## config.mk

```make
export PLATFORM = sky130hd
export DESIGN_NAME = cam_capture_multi
export DESIGN_NICKNAME = d
export VERILOG_FILES = /design/src/rtl/cam_pkg.sv /design/src/rtl/cam_pix_pack.sv /design/src/rtl/cam_capture_multi.sv
export SDC_FILE = /design/constraint.sdc
export NUM_CORES = 1
export LEC_CHECK = 0
export CAP_MARGIN = 30
export CORE_MARGIN = 10
export CORE_UTILIZATION = 56
export DETAILED_ROUTE_END_ITERATION = 6
export PLACE_DENSITY = 0.78
export RECOVER_POWER = 100
export SYNTH_ARGS = -nofsm -noshare
export SYNTH_HDL_FRONTEND = slang
export SYNTH_HIERARCHICAL = 1
export SYNTH_SLANG_ARGS = --single-unit
```

## constraint.sdc

```tcl
create_clock -name i_clk -period 2.7 [get_ports i_clk]
set_clock_uncertainty 0.2 [all_clocks]
set_input_delay 0.54 -clock i_clk [delete_from_list [all_inputs] [get_ports i_clk]]
set_output_delay 0.54 -clock i_clk [all_outputs]
set_load 0.005 [all_outputs]
```

## src/rtl/cam_pkg.sv

```systemverilog
// Shared encodings and default geometry for the OV7670 multi-format capture path.
package cam_pkg;

    localparam logic [1:0] MODE_RGB444 = 2'd0;
    localparam logic [1:0] MODE_RGB565 = 2'd1;
    localparam logic [1:0] MODE_Y8     = 2'd2;

    localparam logic [1:0] ST_IDLE       = 2'd0;
    localparam logic [1:0] ST_WAIT_FRAME = 2'd1;
    localparam logic [1:0] ST_ACTIVE     = 2'd2;

    localparam int OV_H_ACT = 640;
    localparam int OV_V_ACT = 480;

endpackage

```

## src/rtl/cam_pix_pack.sv

```systemverilog
// Combinational byte-pair to 16-bit pixel formatter; byte a arrives first on the bus.
module cam_pix_pack
    import cam_pkg::*;
(
    input  logic [7:0]  a,
    input  logic [7:0]  b,
    input  logic [1:0]  mode,
    output logic [15:0] pix
);

    always_comb begin
        // NOTE: pix gets a default before the case so every path drives it and no latch is inferred.
        pix = {a, b};
        case (mode)
            MODE_RGB444: pix = {4'b0, a[7:4], a[2:0], b[7], b[4:1]};
            MODE_RGB565: pix = {a, b};
            MODE_Y8:     pix = {8'b0, a};
            default:     pix = {a, b};
        endcase
    end

endmodule

```

## src/rtl/cam_capture_multi.sv

```systemverilog
// OV7670 byte-stream capture: frame FSM, byte pairing, decimation and sequential BRAM writes.
module cam_capture_multi
    import cam_pkg::*;
#(
    parameter int H_ACT  = OV_H_ACT,
    parameter int V_ACT  = OV_V_ACT,
    parameter int DEC    = 1,
    parameter int ADDR_W = 19
) (
    input  logic              i_clk,
    input  logic              i_rst,
    input  logic              i_cam_done,
    input  logic              i_arm,
    input  logic              i_continuous,
    input  logic              i_stop,
    input  logic [1:0]        i_mode,
    input  logic              i_vsync,
    input  logic              i_href,
    input  logic [7:0]        i_D,
    output logic              o_wr,
    output logic [15:0]       o_pix_data,
    output logic [ADDR_W-1:0] o_pix_addr,
    output logic              o_frame_done,
    output logic [15:0]       o_frame_cnt,
    output logic              o_fmt_err,
    output logic              o_busy
);

    localparam int COL_W = $clog2(H_ACT + 1);
    localparam int ROW_W = $clog2(V_ACT + 2);
    localparam int LB_W  = $clog2(2 * H_ACT + 2);

    // Counters saturate one past their legal range so overlong lines/frames stay detectable.
    localparam logic [COL_W-1:0] COL_MAX  = COL_W'(H_ACT);
    localparam logic [ROW_W-1:0] ROW_MAX  = ROW_W'(V_ACT);
    localparam logic [ROW_W-1:0] ROW_SAT  = ROW_W'(V_ACT + 1);
    localparam logic [LB_W-1:0]  LB_FULL  = LB_W'(2 * H_ACT);
    localparam logic [LB_W-1:0]  LB_SAT   = LB_W'(2 * H_ACT + 1);
    localparam logic [COL_W-1:0] COL_MASK = COL_W'(DEC - 1);
    localparam logic [ROW_W-1:0] ROW_MASK = ROW_W'(DEC - 1);

    logic [1:0]        state;
    logic              vsync_q, href_q, phase, stop_pend, cont_q;
    logic [1:0]        mode_q;
    logic [7:0]        byte_a;
    logic [COL_W-1:0]  col;
    logic [ROW_W-1:0]  row;
    logic [LB_W-1:0]   line_bytes;
    logic [ADDR_W-1:0] addr;
    logic [15:0]       pix;

    logic vs_fall, vs_rise, href_rise, href_fall, pix_valid, keep;

    assign vs_fall   = vsync_q & ~i_vsync;
    assign vs_rise   = ~vsync_q & i_vsync;
    assign href_rise = ~href_q & i_href;
    assign href_fall = href_q & ~i_href;

    // Byte B completes a pixel; an HREF rising edge always restarts pairing at byte A.
    assign pix_valid = (state == ST_ACTIVE) & i_href & ~href_rise & phase;
    assign keep      = pix_valid & (col < COL_MAX) & (row < ROW_MAX)
                     & ((col & COL_MASK) == '0) & ((row & ROW_MASK) == '0);

    assign o_busy = (state != ST_IDLE);

    cam_pix_pack u_pix_pack (
        .a    (byte_a),
        .b    (i_D),
        .mode (mode_q),
        .pix  (pix)
    );

    always_ff @(posedge i_clk) begin
        if (i_rst) begin
            state        <= ST_IDLE;
            vsync_q      <= 1'b0;
            href_q       <= 1'b0;
            phase        <= 1'b0;
            stop_pend    <= 1'b0;
            cont_q       <= 1'b0;
            mode_q       <= MODE_RGB444;
            byte_a       <= '0;
            col          <= '0;
            row          <= '0;
            line_bytes   <= '0;
            addr         <= '0;
            o_wr         <= 1'b0;
            o_pix_data   <= '0;
            o_pix_addr   <= '0;
            o_frame_done <= 1'b0;
            o_frame_cnt  <= '0;
            o_fmt_err    <= 1'b0;
        end else begin
            // NOTE: all state updates use non-blocking assignments; pulses default low each cycle.
            vsync_q      <= i_vsync;
            href_q       <= i_href;
            o_wr         <= 1'b0;
            o_frame_done <= 1'b0;

            if (!i_cam_done) begin
                state     <= ST_IDLE;
                stop_pend <= 1'b0;
            end else begin
                case (state)
                    ST_IDLE: begin
                        if (i_arm && !i_stop) begin
                            state       <= ST_WAIT_FRAME;
                            mode_q      <= i_mode;
                            cont_q      <= i_continuous;
                            o_frame_cnt <= '0;
                            o_fmt_err   <= 1'b0;
                            stop_pend   <= 1'b0;
                        end
                    end
                    ST_WAIT_FRAME: begin
                        if (i_stop) begin
                            state <= ST_IDLE;
                        end else if (vs_fall) begin
                            state      <= ST_ACTIVE;
                            mode_q     <= i_mode;
                            cont_q     <= i_continuous;
                            phase      <= 1'b0;
                            col        <= '0;
                            row        <= '0;
                            line_bytes <= '0;
                            addr       <= '0;
                        end
                    end
                    ST_ACTIVE: begin
                        if (i_stop) stop_pend <= 1'b1;
                        if (vs_rise) begin
                            if (row == ROW_MAX) begin
                                o_frame_done <= 1'b1;
                                o_frame_cnt  <= o_frame_cnt + 16'd1;
                            end else begin
                                o_fmt_err <= 1'b1;
                            end
                            state     <= (cont_q && !stop_pend && !i_stop) ? ST_WAIT_FRAME : ST_IDLE;
                            stop_pend <= 1'b0;
                        end else begin
                            if (i_href) begin
                                if (href_rise) begin
                                    byte_a     <= i_D;
                                    phase      <= 1'b1;
                                    line_bytes <= LB_W'(1);
                                    col        <= '0;
                                end else begin
                                    if (line_bytes != LB_SAT) line_bytes <= line_bytes + 1'b1;
                                    phase <= ~phase;
                                    if (!phase) byte_a <= i_D;
                                    else if (col != COL_MAX) col <= col + 1'b1;
                                end
                            end else if (href_fall) begin
                                if (line_bytes != LB_FULL) o_fmt_err <= 1'b1;
                                if (row != ROW_SAT) row <= row + 1'b1;
                            end
                            if (keep) begin
                                o_wr       <= 1'b1;
                                o_pix_data <= pix;
                                o_pix_addr <= addr;
                                addr       <= addr + 1'b1;
                            end
                        end
                    end
                    default: state <= ST_IDLE;
                endcase
            end
        end
    end

endmodule

```

# ---- After elaboration in Yosys (flattened, before gate mapping)
# Index checks and enable logic that the tools add are counted.
dict set report word_totals {
  in_bits 18
  output_inout_bits 55
  wordCells 164
  ff_bits 120
}
dict set report op_classes {
  eq_ne 29
  n_addsub 5
  reduce_logical 26
  mux 66
  bitwise 18
  magnitude_cmp 2
}
# operator n
set ops {}
lappend ops {{19-bit two-way mux} 4}
lappend ops {{10-bit two-way mux} 7}
lappend ops {{11-bit two-way mux} 6}
lappend ops {{16-bit case mux with 2 select lines} 2}
lappend ops {{9-bit two-way mux} 6}
lappend ops {{16-bit two-way mux} 3}
lappend ops {{19-bit case mux with 2 select lines} 1}
lappend ops {{11-bit inequality test, second input constant} 2}
lappend ops {{11-bit case mux with 2 select lines} 1}
lappend ops {{10-bit case mux with 2 select lines} 1}
lappend ops {{19-bit by 1-bit adder with 19-bit output, second input constant} 1}
lappend ops {{1-bit two-way mux} 19}
lappend ops {{2-bit inequality test, second input constant} 9}
lappend ops {{3-bit inequality test, second input constant} 6}
lappend ops {{9-bit case mux with 2 select lines} 1}
lappend ops {{16-bit by 1-bit adder with 16-bit output, second input constant} 1}
lappend ops {{8-bit two-way mux} 2}
lappend ops {{8-bit AND reduction} 2}
lappend ops {{5-bit AND reduction} 3}
lappend ops {{2-bit two-way mux} 7}
lappend ops {{7-bit AND reduction} 2}
lappend ops {{6-bit AND reduction} 2}
lappend ops {{11-bit by 1-bit adder with 11-bit output, second input constant} 1}
lappend ops {{10-bit by 1-bit adder with 10-bit output, second input constant} 1}
lappend ops {{other kinds (23)} 56}

# ---- Depth between registers and ports, before layout
# Gate-level depths: netlist of run 1.
dict set report depth {
  depth_word 10
  depth_mapped 9
  ltp_nobuf 7
}

# ---- By module
# The synthesis of run 1 kept the hierarchy.
# module seq_area_each_um2 area_each_um2 n_inst cells_each
set modules_own_cells {}
lappend modules_own_cells {cam_capture_multi 2402.3 5642.9 1 668}
lappend modules_own_cells {cam_pix_pack 0.0 255.2 1 41}

# ---- Worst setup path before layout of run 1
# Ideal clock, no wire load.
dict set report synth_path {
  kind {register -> register}
  from {register state[0]}
  to {register line_bytes[7]}
  path_buffers 1
  path_stages_with_launch 9
  period_less_slack_ns 2.194
  arrival_time_ns 1.924
  required_ns 2.430
  slack_ns 0.506
  setup_ns 0.070
  path_cell_list {dfxtp_1 -> inv_1 -> ha_1 -> and3b_1 -> and4b_1 -> buf_6 -> o211ai_4 -> or4_1 -> a21oi_1}
}
dict set report synth_between {
  elab_chain_len 3
  elab_cells_between_ends 10
  classes_between {eq/ne (7); mux (1); reduce/logical (2)}
}
# element line
set synth_lines {}
lappend synth_lines {{start, declared} cam_capture_multi.sv:42} ;# logic [1:0] state;
lappend synth_lines {{start signal, assigned} cam_capture_multi.sv:138} ;# state <= (cont_q && !stop_pend && !i_stop) ? ST_WAIT_FRAME : ST_IDLE;
lappend synth_lines {{2-bit equality test or 2-bit by 1-bit equality test with 1-bit output (tied branches)} cam_capture_multi.sv:104} ;# case (state)
lappend synth_lines {{3-bit by 2-bit inequality test with 1-bit output (no line) (tied with other cells)} -}
lappend synth_lines {{7-bit AND reduction (no line)} -}
lappend synth_lines {{end signal, assigned} cam_capture_multi.sv:148} ;# if (line_bytes != LB_SAT) line_bytes <= line_bytes + 1'b1;
lappend synth_lines {{end, declared} cam_capture_multi.sv:48} ;# logic [LB_W-1:0] line_bytes;
# Parallel ways exist; a longest one is shown, timed or not.
# A chain may end at the register's enable or synchronous reset.

# ---- Worst setup path in the final report of run 1
dict set report layout_path {
  from {register state[1]}
  to {output port o_busy}
}
dict set report layout_between {
  elab_chain_len 1
}
# element line
set layout_lines {}
lappend layout_lines {{2-bit nonzero test} cam_capture_multi.sv:64} ;# assign o_busy = (state != ST_IDLE);
lappend layout_lines {{end, declared} cam_capture_multi.sv:26} ;# output logic o_busy
# Every way passes these cells.

==> flow_results.org, run 1 <==
** Logic synthesis
- In the synthesized netlist, the number of instances is between 700 and 800.
- In the synthesized netlist the dominant register cell turns out to be sky130_fd_sc_hd__dfxtp_1.
- Synthesis instantiated 60 different standard cells from the library.
- Synthesized cell area :: approximately 5900 sq um
- Yosys warning total :: 6
- A synthesized cell averages 8.319 sq um.
- Number of flops mapped to enable cells by yosys :: 0
- Leading cell types by total area after synthesis :: sky130_fd_sc_hd__dfxtp_1 41%, sky130_fd_sc_hd__nand2_1 7.5%, sky130_fd_sc_hd__a21oi_1 5.9%
- Area share of the largest cell type after synthesis :: 40.73%
- Flip-flop and latch count after synthesis :: 120
- Top cell type by total area after synthesis :: sky130_fd_sc_hd__dfxtp_1
- Fraction of the yosys area taken by sequential cells :: 40.73%
- Nets in the synthesized netlist :: about 740
- Asr flop ratio synth :: 0%

** Finish
- NumNets Final :: 829
- Relative to the synthesized area, the layout overhead comes to 24.12%.
- Design area :: 7321 sq um
- Most frequent cells in the layout :: 119 x sky130_fd_sc_hd__nand2_1, 119 x sky130_fd_sc_hd__dfxtp_1, 70 x sky130_fd_sc_hd__a21oi_1
- Layout cell share with drive strength beyond 1 :: 8.282%
- Antenna cells :: 0

** CTS
- Clock insertion delay at the later pin of the skew report :: between 500 and 600 ps
- Total number of H-tree levels :: 4
- Register clock-pin slew on the reported worst setup and hold paths :: 60 ps
- Post-CTS setup-driven buffer insertion count :: 0
- Clock tree synthesis found a total of 120 sinks.
- Number of buffers on the longest clock path :: 2
- Root buf cell :: sky130_fd_sc_hd__clkbuf_8
- TritonCTS Buffers :: 17
- Clock tree from TritonCTS :: yes
- Count of hold-fix buffers inserted at cts :: 0

** Timing
- Setup violations remaining at the end of the flow were counted as 0.
- Worst slew margin relative to its limit :: 46.87%
- Setup slack after layout :: 115.2 ps
- Number of max-slew violations in the final report :: 0
- Unrepaired setup endpoints after global routing :: no
- The final hold violation count is 0.
- Hold Worst Slack :: about 250 ps
- Post-layout minimum cycle time :: 2585 ps
- Total negative slack :: 0 ps
- Crit share post-route :: 95.73%
- Fmax :: 386.9 MHz
- Actual slew at the worst max-slew pin :: 795.8 ps

** Placement
- Summing all placed instances gives a cell area of 6915 sq um.
- Worst slack, placed :: -52.35 ps
- Port buffering added 72 buffers.
- Routability-driven placement finished with a final weighted congestion of 0.8330.
- Sum of net half-perimeters after detailed placement :: 10470 microns

** Worst setup path
- Cell chain of the critical path :: inv_1 -> ha_2 -> inv_1 -> clkdlybuf4s50_1
- Longest individual stage delay on the worst path :: ~520 ps
- Most common cell on crit path :: sky130_fd_sc_hd__inv_1
- At the worst endpoint, the arrival time is 1840 ps.
- Counting both buffers and inverters, the worst setup path holds a total of 3.
- Critical Path RT :: 1960 ps
- The kind of cell with the highest combined delay along the critical path is buffers and inverters.
- STA classifies the critical path startpoint as a register.
- CP max stage cell :: sky130_fd_sc_hd__clkdlybuf4s50_1
- The worst setup path is captured at an output port.
- Maximum fanout count along the critical path :: 5
- Critical path start-end classification :: reg2out

** Routing
- DRT iter0 DRCs :: 423
- Highest routed metal layer :: met4
- Dividing the detail-routed via count by the number of cells gives 5.749.
- Met3 WL :: 868 microns
- For this run, design rule violations remaining after detail routing come to 0.
- For this run, the detailed router's first-pass iteration total came to 5.
- Detailed routing inserted a total of between 5000 and 6000 vias.
- In the detailed route, the total length drawn on met2 is 7438 microns.
- Final antenna-violating net count :: 0
- For this block, wires on met1 add up to ~6600 microns.
- The final layout contains routed wiring with a total length of 15080 microns.
- WL/cell :: 15.95 microns

** Floorplan
- Number of placement rows :: 37
- Total die area :: between 15000 and 20000 sq um
- Core Footprint :: approximately 10000 sq um
- Number of ports placed on the die boundary :: 73
- From bottom edge to top edge, the die measures 122.6 microns.
- The initial utilization of the core area, before any placement, comes to between 50% and 60%.
- Die W :: around 120 microns

** Pwr
- Power spread over the standard cell area amounts to 551.9 nW/um^2.
- VDD sags by at most 322.3 uV.
- Pleak :: approximately 0.0026 uW

** Flow run
- Number of violations of the max-capacitance limit :: 0

** Hold path
- The tightest min-delay check is of the reg2reg type.

** Global routing
- Antenna violations before repair :: 0
- Entering global routing, the biggest net connects 37 pins.
- Across every metal layer, demand over resource in global routing totals 20.14%.
- The first global-routing pass estimated 24920 microns of wire.
- Via count of the first global-routing pass :: around 5200
- Grt ovf :: 0

** Status
- Run status :: finished clean
flip-flops by register name, indices dropped and copies added, names as in the netlist, 8 cells and up:
signal,cells
byte_a,8
row,9
col,10
o_pix_data,16
o_pix_addr,19
addr,19
line_bytes,11
o_frame_cnt,16
layout make-up:
type,count,area (sq um)
Multi-Input combinational cell,533,3179
Tap cell,136,170.2
Clock inverter,11,101.3
Sequential cell,120,2404
Inverter,23,86.33
Clock buffer,20,435.4
Timing Repair Buffer,102,944.7
Fill cell,825,2957
path summary, 6_finish.rpt:
check,startpoint,to,slack (ps),cells past startpoint
max,state[1],o_busy,120,4
min reg2reg,o_pix_addr[0],o_pix_addr[0],250,2
min,o_pix_addr[0],o_pix_addr[0],250,2
max reg2reg,state[0],byte_a[6],170,9
metrics by stage:
stage / utilization, % / instances / power (uW)
detailed placement: 67.29 / 914 / 2032
finish: 71.23 / 945 / 4040
global route: 71.23 / 945 / 4159
floorplan: - / 709 / 1938
global placement: 67.29 / 914 / 2027
CTS: 72.51 / 945 / 4068
layer usage:
metal	vias to the layer above	track usage, %
met5	-	0
met3	19	5.785
li1	2680	-
met2	132	33.61
met1	2602	24.20
met4	0	7.364
report_power, final:
part           internal, uW  switching, uW
Clock                  1240            817
Combinational          79.3            115
Sequential             1780           13.8
logic make-up (layout without fill, tap and decap cells):
group	count (synthesis)	count (layout)	share of synthesized area (%)
adders and majority gates	14	14	2.970
xor gates and xnor gates	29	29	4.306
buffers and inverters	56	156	4.433
DFF	120	120	40.73
AOI/OAI and AO/OA	138	138	14.00
and+or+nand+nor	332	332	30.17
muxes	20	20	3.394
synth_stat cells, drive strengths merged, types with 3 or more instances:
cell	instances
nand2	119
or4	6
nand2b	9
nand3	26
or3	18
ha	14
mux2i	20
nand4b	5
and4	6
nor4	16
xnor2	24
a31o	3
a31oi	9
o21ai	36
clkbuf	15
inv	22
nor4b	7
o31ai	5
and2	17
and3	8
buf	18
xor2	5
nor3	11
nand4	24
nor2	45
dfxtp	120
nand3b	4
nor2b	6
a21oi	70
worst reg2reg max path, cell delays in order, from the launching register on:
cell	delay, ps
sky130_fd_sc_hd__dfxtp_2	340
sky130_fd_sc_hd__inv_1	90
sky130_fd_sc_hd__ha_1	200
sky130_fd_sc_hd__buf_4	270
sky130_fd_sc_hd__nand3_1	130
sky130_fd_sc_hd__clkbuf_2	170
sky130_fd_sc_hd__a211oi_4	170
sky130_fd_sc_hd__clkbuf_1	500
sky130_fd_sc_hd__mux2i_1	280
sky130_fd_sc_hd__nor2_1	70
repair_timing:
action                                 CTS  global route
endpoints found under the hold margin    0             0
resized for setup                        0             2
setup endpoints to repair                0             1
(Power assumes the default switching activity.)
==> run 2: changes to the inputs <==
==> constraint.sdc (replaced) <==
create_clock -name i_clk -period 2.7 [get_ports i_clk]
set_clock_uncertainty 0.2 [all_clocks]
set_input_delay 0.405 -clock i_clk [delete_from_list [all_inputs] [get_ports i_clk]]
set_output_delay 0.405 -clock i_clk [all_outputs]
set_load 0.005 [all_outputs]
==> flow_results.org, run 2 (synthesis gave the netlist of run 1 again) <==
** Finish
- NumNets Final :: 828 (was 829)
- Most frequent cells in the layout: 120 x sky130_fd_sc_hd__dfxtp_1, 119 x sky130_fd_sc_hd__nand2_1, 70 x sky130_fd_sc_hd__a21oi_1 (was 119 x sky130_fd_sc_hd__nand2_1, 119 x sky130_fd_sc_hd__dfxtp_1, 70 x sky130_fd_sc_hd__a21oi_1).
- Largest registers in the final layout: addr (19), o_pix_addr (19) (unchanged).
- The utilization of the core after routing came to 71.79% (was 71.23%).
- Leaving out fill and tap cells, the most frequent cell in the layout is sky130_fd_sc_hd__dfxtp_1.
- The final design instance area without fill came to 7378 sq um (was 7321 sq um).
- The relative area change from synthesis to final layout came to 25.10% (was 24.12%).
- The total of fill cells in the finished design was 834 (was 825).
- Layout cell share with drive strength beyond 1 :: 8.653% (was 8.282%)

** Pwr
- The internal power summed over all cells came to 3199 uW (was 3095 uW).
- The clock network fraction of total power came to 52.3% (was 50.8%).
- Worst-case vdd ir drop :: 369.1 uV (was 322.3 uV)
- Switching power total :: 959.5 uW (was 945.1 uW)
- The sequential fraction of design power came to 43.1% (was 44.4%).
- Pleak :: 0.002613 uW (was 0.002586 uW)
- Switching part of the total power :: 23.07% (was 23.39%)
- The total power divided by cell area came to 563.6 nW/um^2 (was 551.9 nW/um^2).
- Combinational share of power :: 4.6% (was 4.8%)

** Hold path
- The path type of the worst min-delay path is in2reg (was reg2reg).
- Cell depth of the worst hold path :: 2 (unchanged)

** Global routing
- Pin count of the biggest net entering global routing :: 56 (was 37)
- The first-pass GRT wire length is 24950 microns (was 24920 microns).
- The number of antenna violations at the first check in global routing was 1 (was 0).
- Met3 global-route usage :: 5.647% (was 5.785%)
- Grt ovf :: 0 (unchanged)
- The global-route met1 utilization was 24.47% (was 24.20%).
- The via count of the first global-routing pass is 5193 (was 5198).
- The most crowded layer after global routing was met2 (unchanged).
- Total routing resource utilization after global routing :: 20.13% (was 20.14%)
- Routing usage on met2 :: 33.31% (was 33.61%)

** Timing
- Setup violations, final :: 0 (unchanged)
- The peak clock frequency supported by timing came to 393.1 MHz (was 386.9 MHz).
- Hold Worst Slack :: 61.89 ps (was 246.8 ps)
- The final worst-path cycle share came to 94.21% (was 95.73%).
- Setup slack after layout :: 156.4 ps (was 115.2 ps)
- Number of max-slew violations in the final report :: 0 (unchanged)
- Unrepaired setup endpoints after global routing: no (unchanged).
- The final period demand of the worst path is 2544 ps (was 2585 ps).
- Final hold viol count :: 0 (unchanged)
- Total negative slack :: 0 ps (unchanged)
- Actual slew at the worst max-slew pin :: 857.0 ps (was 795.8 ps)
- Worst slew margin relative to its limit :: 42.06% (was 46.87%)

** Placement
- The post-DP HPWL was 10600 microns (was 10470 microns).
- Placed cell area :: 6883 sq um (was 6915 sq um)
- The setup slack at placement is 94.30 ps (was -52.35 ps).
- The total of buffers placed on input and output ports came to 72 (unchanged).
- Routability cong. :: 0.8114 (was 0.8330)

** Floorplan
- The initial cell density of the core was 57.39% (unchanged).
- Die W :: 122.6 microns (unchanged)
- The number of core rows was 37 (unchanged).
- Number of ports placed on the die boundary :: 73 (unchanged)
- Die span in y :: 122.6 microns (unchanged)
- The area of the core region was 10280 sq um (unchanged).
- The die area came to 15040 sq um (unchanged).

** Worst setup path
- The start-to-end type of the worst setup path is reg2out (unchanged).
- The critical path arrival came to 1940 ps (was 1840 ps).
- Nature of the critical path endpoint :: output port (unchanged)
- Critical Path RT :: 2100 ps (was 1960 ps)
- Nature of the critical path startpoint :: register (unchanged)
- R2R cell count :: 9 (unchanged)
- Maximum fanout count along the critical path :: 5 (unchanged)

** CTS
- TritonCTS Buffers :: 17 (unchanged)
- Total number of H-tree levels :: 4 (unchanged)
- The insertion delay of the later-clocked pin in the worst-skew pair was 520 ps (was 530 ps).
- The post-CTS setup buffer count was 0 (unchanged).
- The clock sink count was 120 (unchanged).
- Root buf cell :: sky130_fd_sc_hd__clkbuf_8 (unchanged)
- The CTS tree is yes (unchanged).
- Number of buffers on the longest clock path :: 2 (unchanged)
- Register clock-pin slew on the reported worst setup and hold paths :: 60 ps (about the same)

** Routing
- The residual antenna-violating net count after detailed routing is 0 (unchanged).
- The total via count in the routed design is 5473 (was 5433).
- The detail-routed via count per cell came to 5.785 (was 5.749).
- DRT iter0 DRCs :: 399 (was 423)
- The total wire length came to 15070 microns (was 15080 microns).
- The detailed-router iteration count before antenna repair was 5 (unchanged).
- Residual DRC :: 0 (unchanged)
- The detail-routed net length per standard cell is 15.92 microns (was 15.95 microns).

** Flow run
- The number of maximum-capacitance constraint violations came to 0 (unchanged).

** Status
- Run status: finished clean (unchanged).
run 2: changes by cell type in the layout (fill, tap and decap cells not counted), moves of 2 or more:
cell / change
sky130_fd_sc_hd__clkinv_2: -2
sky130_fd_sc_hd__buf_4: -2
sky130_fd_sc_hd__clkinv_4: +3
sky130_fd_sc_hd__clkbuf_1: -5
sky130_fd_sc_hd__clkbuf_2: +2
sky130_fd_sc_hd__clkbuf_4: +2
run 2: per-stage QoR:
step	total power [uW]	instances
2_1_floorplan	1938	709
3_3_place_gp	2023	913
3_5_place_dp	2029	913
4_1_cts	4196	945
5_1_grt	4277	946
6_report	4159	946
run 2: path summary, 6_finish.rpt:
kind,from,to,slack [ps]
setup / recovery,state[0],o_busy,160
hold / removal,i_rst,href_q,60
setup reg to reg,state[0],line_bytes[1],220
hold reg to reg,o_pix_addr[5],o_pix_addr[5],250
run 2: routing by layer:
| layer | wire length (microns) | share of wire [%] |
|---|---|---|
| met1 | 6506 | 43 |
| met2 | 7371 | 49 |
| met3 | 996 | 6.6 |
| met4 | 192 | 1.3 |
| met5 | 0 | 0 |
run 2: final cells by class:
class / count / area (sq um) / share of cell area (%)
multi-input combinational: 533 / 3187 / 43.19
sequential: 120 / 2402 / 32.56
timing repair buffer: 101 / 950.9 / 12.89
clock buffer: 19 / 431.7 / 5.850
tap: 136 / 170.2 / 2.306
clock inverter: 13 / 147.6 / 2.001
inverter: 23 / 86.33 / 1.170
antenna: 1 / 2.502 / 0.03392
run 2: what timing repair did:
item / CTS / global route
hold buffers: 0 / 0
hold endpoints to repair: 0 / 0
setup endpoints to repair: 0 / 1
resized for setup: 0 / 1
run 2: power groups by stage:
stage | Combinational (uW) | Clock (uW) | Sequential, uW
2_1_floorplan | 115 | 0 | 1820
6_report | 192 | 2180 | 1790
3_5_place_dp | 201 | 0 | 1830
3_3_place_gp | 196 | 0 | 1830
5_1_grt | 208 | 2280 | 1790
4_1_cts | 203 | 2200 | 1790
run 2: worst max-delay path: stages (launching register included):
cell	delay, ps
sky130_fd_sc_hd__dfxtp_1	390
sky130_fd_sc_hd__inv_1	90
sky130_fd_sc_hd__ha_1	290
sky130_fd_sc_hd__inv_1	130
sky130_fd_sc_hd__clkdlybuf4s50_1	520
==> run 3: changes to the inputs <==
- RECOVER_POWER: 100 -> not set
==> flow_results.org, run 3 (synthesis gave the netlist of run 1 again) <==
** Timing
- The worst hold slack came to 61.23 ps (was 61.89 ps).
- Total negative slack :: 0 ps (unchanged)
- The final worst-path cycle share is 94.26% (was 94.21%).
- Unrepaired setup endpoints after global routing :: no (unchanged)
- The headroom to the max-slew limit came to 59.25% (was 42.06%).
- The peak clock frequency supported by timing was 392.9 MHz (was 393.1 MHz).
- Number of max-slew violations in the final report :: 0 (unchanged)
- Post-layout minimum cycle time :: 2545 ps (was 2544 ps)
- Setup violations, final :: 0 (unchanged)
- Final hold viol count :: 0 (unchanged)
- The pin slew with the least headroom to its limit was 608.5 ps (was 857.0 ps).

** Floorplan
- Total die area :: 15040 sq um (unchanged)
- The count of boundary I/O pins came to 73 (unchanged).
- The number of core rows was 37 (unchanged).
- The horizontal die dimension was 122.6 microns (unchanged).
- Starting density of the core :: 57.39% (unchanged)
- Die span in y :: 122.6 microns (unchanged)
- Core Footprint :: 10280 sq um (unchanged)

** Worst setup path
- The maximum fanout along the worst path came to 5 (unchanged).
- Worst r2r src :: state[0] (unchanged)
- Endpoint arrival time on the critical path :: 1940 ps (about the same)
- The buffers plus inverters on the worst setup path came to 3 (unchanged).
- Delay-heaviest family, CP :: buffers and inverters (unchanged)
- Cell chain of the critical path :: inv_1 -> ha_1 -> inv_1 -> clkdlybuf4s50_1 (unchanged)
- The start-to-end type of the worst setup path is reg2out (unchanged).
- Nature of the critical path endpoint :: output port (unchanged)
- The origin of the worst setup path is state[0] (unchanged).
- Longest individual stage delay on the worst path :: 520 ps (about the same)
- The critical-path cell with the highest stage delay was sky130_fd_sc_hd__clkdlybuf4s50_1 (unchanged).
- The nature of the critical path startpoint is a register (unchanged).
- Critical Path RT :: 2100 ps (about the same)
- The dominant cell type by count on the critical path is sky130_fd_sc_hd__inv_1 (unchanged).

** CTS
- The clock buffer count from CTS came to 17 (unchanged).
- Post-CTS setup-driven buffer insertion count :: 0 (unchanged)
- The maximum count of clock buffers along a single path is 2 (unchanged).
- Clock insertion delay at the later pin of the skew report :: 520 ps (about the same)
- The number of buffers inserted by hold repair at cts came to 0 (unchanged).
- The CTS tree is yes (unchanged).
- The clock transition at the register clock pins on the worst setup and hold paths after CTS came to 60 ps (about the same).
- Total number of H-tree levels :: 4 (unchanged)
- The clock root buffer is sky130_fd_sc_hd__clkbuf_8 (unchanged).
- Number of clock sinks :: 120 (unchanged)

** Routing
- The total via count in the routed design came to 5494 (was 5473).
- The detailed-router iteration count before antenna repair was 5 (unchanged).
- Final antenna-violating net count :: 0 (unchanged)
- WL/cell :: 16.00 microns (was 15.92 microns)
- The total wire length was 15120 microns (was 15070 microns).
- The detail-routed via count per cell was 5.814 (was 5.785).
- The initial detailed-routing violation count was 401 (was 399).
- Residual DRC :: 0 (unchanged)

** Finish
- The final design instance area without fill is 7466 sq um (was 7378 sq um).
- The total of fill cells in the finished design was 814 (was 834).
- Antenna cells :: 0 (was 1)
- Most frequent cells in the layout :: 120 x sky130_fd_sc_hd__dfxtp_1, 118 x sky130_fd_sc_hd__nand2_1, 71 x sky130_fd_sc_hd__clkdlybuf4s50_1 (was 120 x sky130_fd_sc_hd__dfxtp_1, 119 x sky130_fd_sc_hd__nand2_1, 70 x sky130_fd_sc_hd__a21oi_1)
- Leading cell type in the layout, fill and taps excluded :: sky130_fd_sc_hd__dfxtp_1 (unchanged)
- Layout cell share with drive strength beyond 1 :: 9.889% (was 8.653%)
- Largest registers in the final layout :: addr (19), o_pix_addr (19) (unchanged)
- Area overhead of the layout relative to synthesis :: 26.58% (was 25.10%)
- NumNets Final :: 828 (unchanged)

** Pwr
- The worst supply voltage drop on vdd was 369.2 uV (was 369.1 uV).
- Power per unit of standard cell area :: 558.5 nW/um^2 (was 563.6 nW/um^2)
- The leakage dissipation was 0.002459 uW (was 0.002613 uW).

** Placement
- Routability cong. :: 0.8114 (unchanged)
- Placed cell area :: 6883 sq um (unchanged)
- Sum of net half-perimeters after detailed placement :: 10600 microns (unchanged)
- The total of buffers placed on input and output ports was 72 (unchanged).

** Flow run
- The number of maximum-capacitance constraint violations is 0 (unchanged).

** Global routing
- The via count of the first global-routing pass is 5193 (unchanged).
- The overall overflow remaining after global route is 0 (unchanged).
- Total routing resource utilization after global routing :: 20.13% (unchanged)
- Pin count of the biggest net entering global routing :: 56 (unchanged)
- The first-pass GRT wire length was 24950 microns (unchanged).
- Antenna violations before repair :: 0 (was 1)

** Hold path
- The path type of the worst min-delay path is in2reg (unchanged).
- The worst hold path startpoint is i_rst (unchanged).

** Status
- Run status :: finished clean (unchanged)
-- run 3: cell count changes in the layout (fill, tap and decap cells not counted), moves of 3 or more --
cell                              change
sky130_fd_sc_hd__clkdlybuf4s50_1     +56
sky130_fd_sc_hd__dlygate4sd3_1       -56
sky130_fd_sc_hd__buf_4                +9
sky130_fd_sc_hd__o21ai_0              -5
sky130_fd_sc_hd__o21ai_1              +5
sky130_fd_sc_hd__clkbuf_2             -4
sky130_fd_sc_hd__clkbuf_1             -3
-- run 3: per-stage QoR --
| stage | utilization (%) | power (uW) | worst slack, ps | instances |
|---|---|---|---|---|
| floorplan | - | 1938 | 505.7 | 709 |
| global placement | 66.97 | 2023 | 161.6 | 913 |
| detailed placement | 66.97 | 2029 | 94.30 | 913 |
| CTS | 72.61 | 4196 | 153.1 | 945 |
| global route | 72.64 | 4290 | 43.28 | 945 |
| finish | 72.64 | 4170 | 155.1 | 945 |
-- run 3: path summary, 6_finish.rpt --
path | slack, ps | end | depth (start not counted)
max | 160 | o_busy | 4
min | 60 | mode_q[0] | 2
max reg2reg | 230 | addr[18] | 9
min reg2reg | 250 | o_pix_addr[5] | 2
-- run 3: metal layers --
layer | vias to the layer above | global-route usage [%] | part of all wire, %
met2 | 179 | 33.31 | 49
met1 | 2625 | 24.47 | 43
met3 | 12 | 5.647 | 6.9
li1 | 2678 | - | -
met4 | 0 | 7.437 | 1.0
met5 | - | 0 | 0
-- run 3: area by class of cell --
cell class / instances / area, sq um / share of cell area (%)
clock buffers: 19 / 431.7 / 5.782
clock inverters: 13 / 147.6 / 1.978
inverters: 23 / 86.33 / 1.156
multi-input cells: 533 / 3241 / 43.41
flip-flops and latches: 120 / 2402 / 32.18
well taps: 136 / 170.2 / 2.279
repair buffers: 101 / 987.2 / 13.22
-- run 3: power by group --
part / internal [uW] / switching, uW / total, uW
clock: 1340 / 832 / 2180
sequential: 1780 / 12.0 / 1790
combinational: 85.2 / 119 / 204
total: 3210 / 963 / 4170
-- run 3: what timing repair did --
| item | CTS | global route |
|---|---|---|
| endpoints found under the setup margin | 0 | 1 |
| hold endpoints to repair | 0 | 0 |
| resized for setup | 0 | 1 |
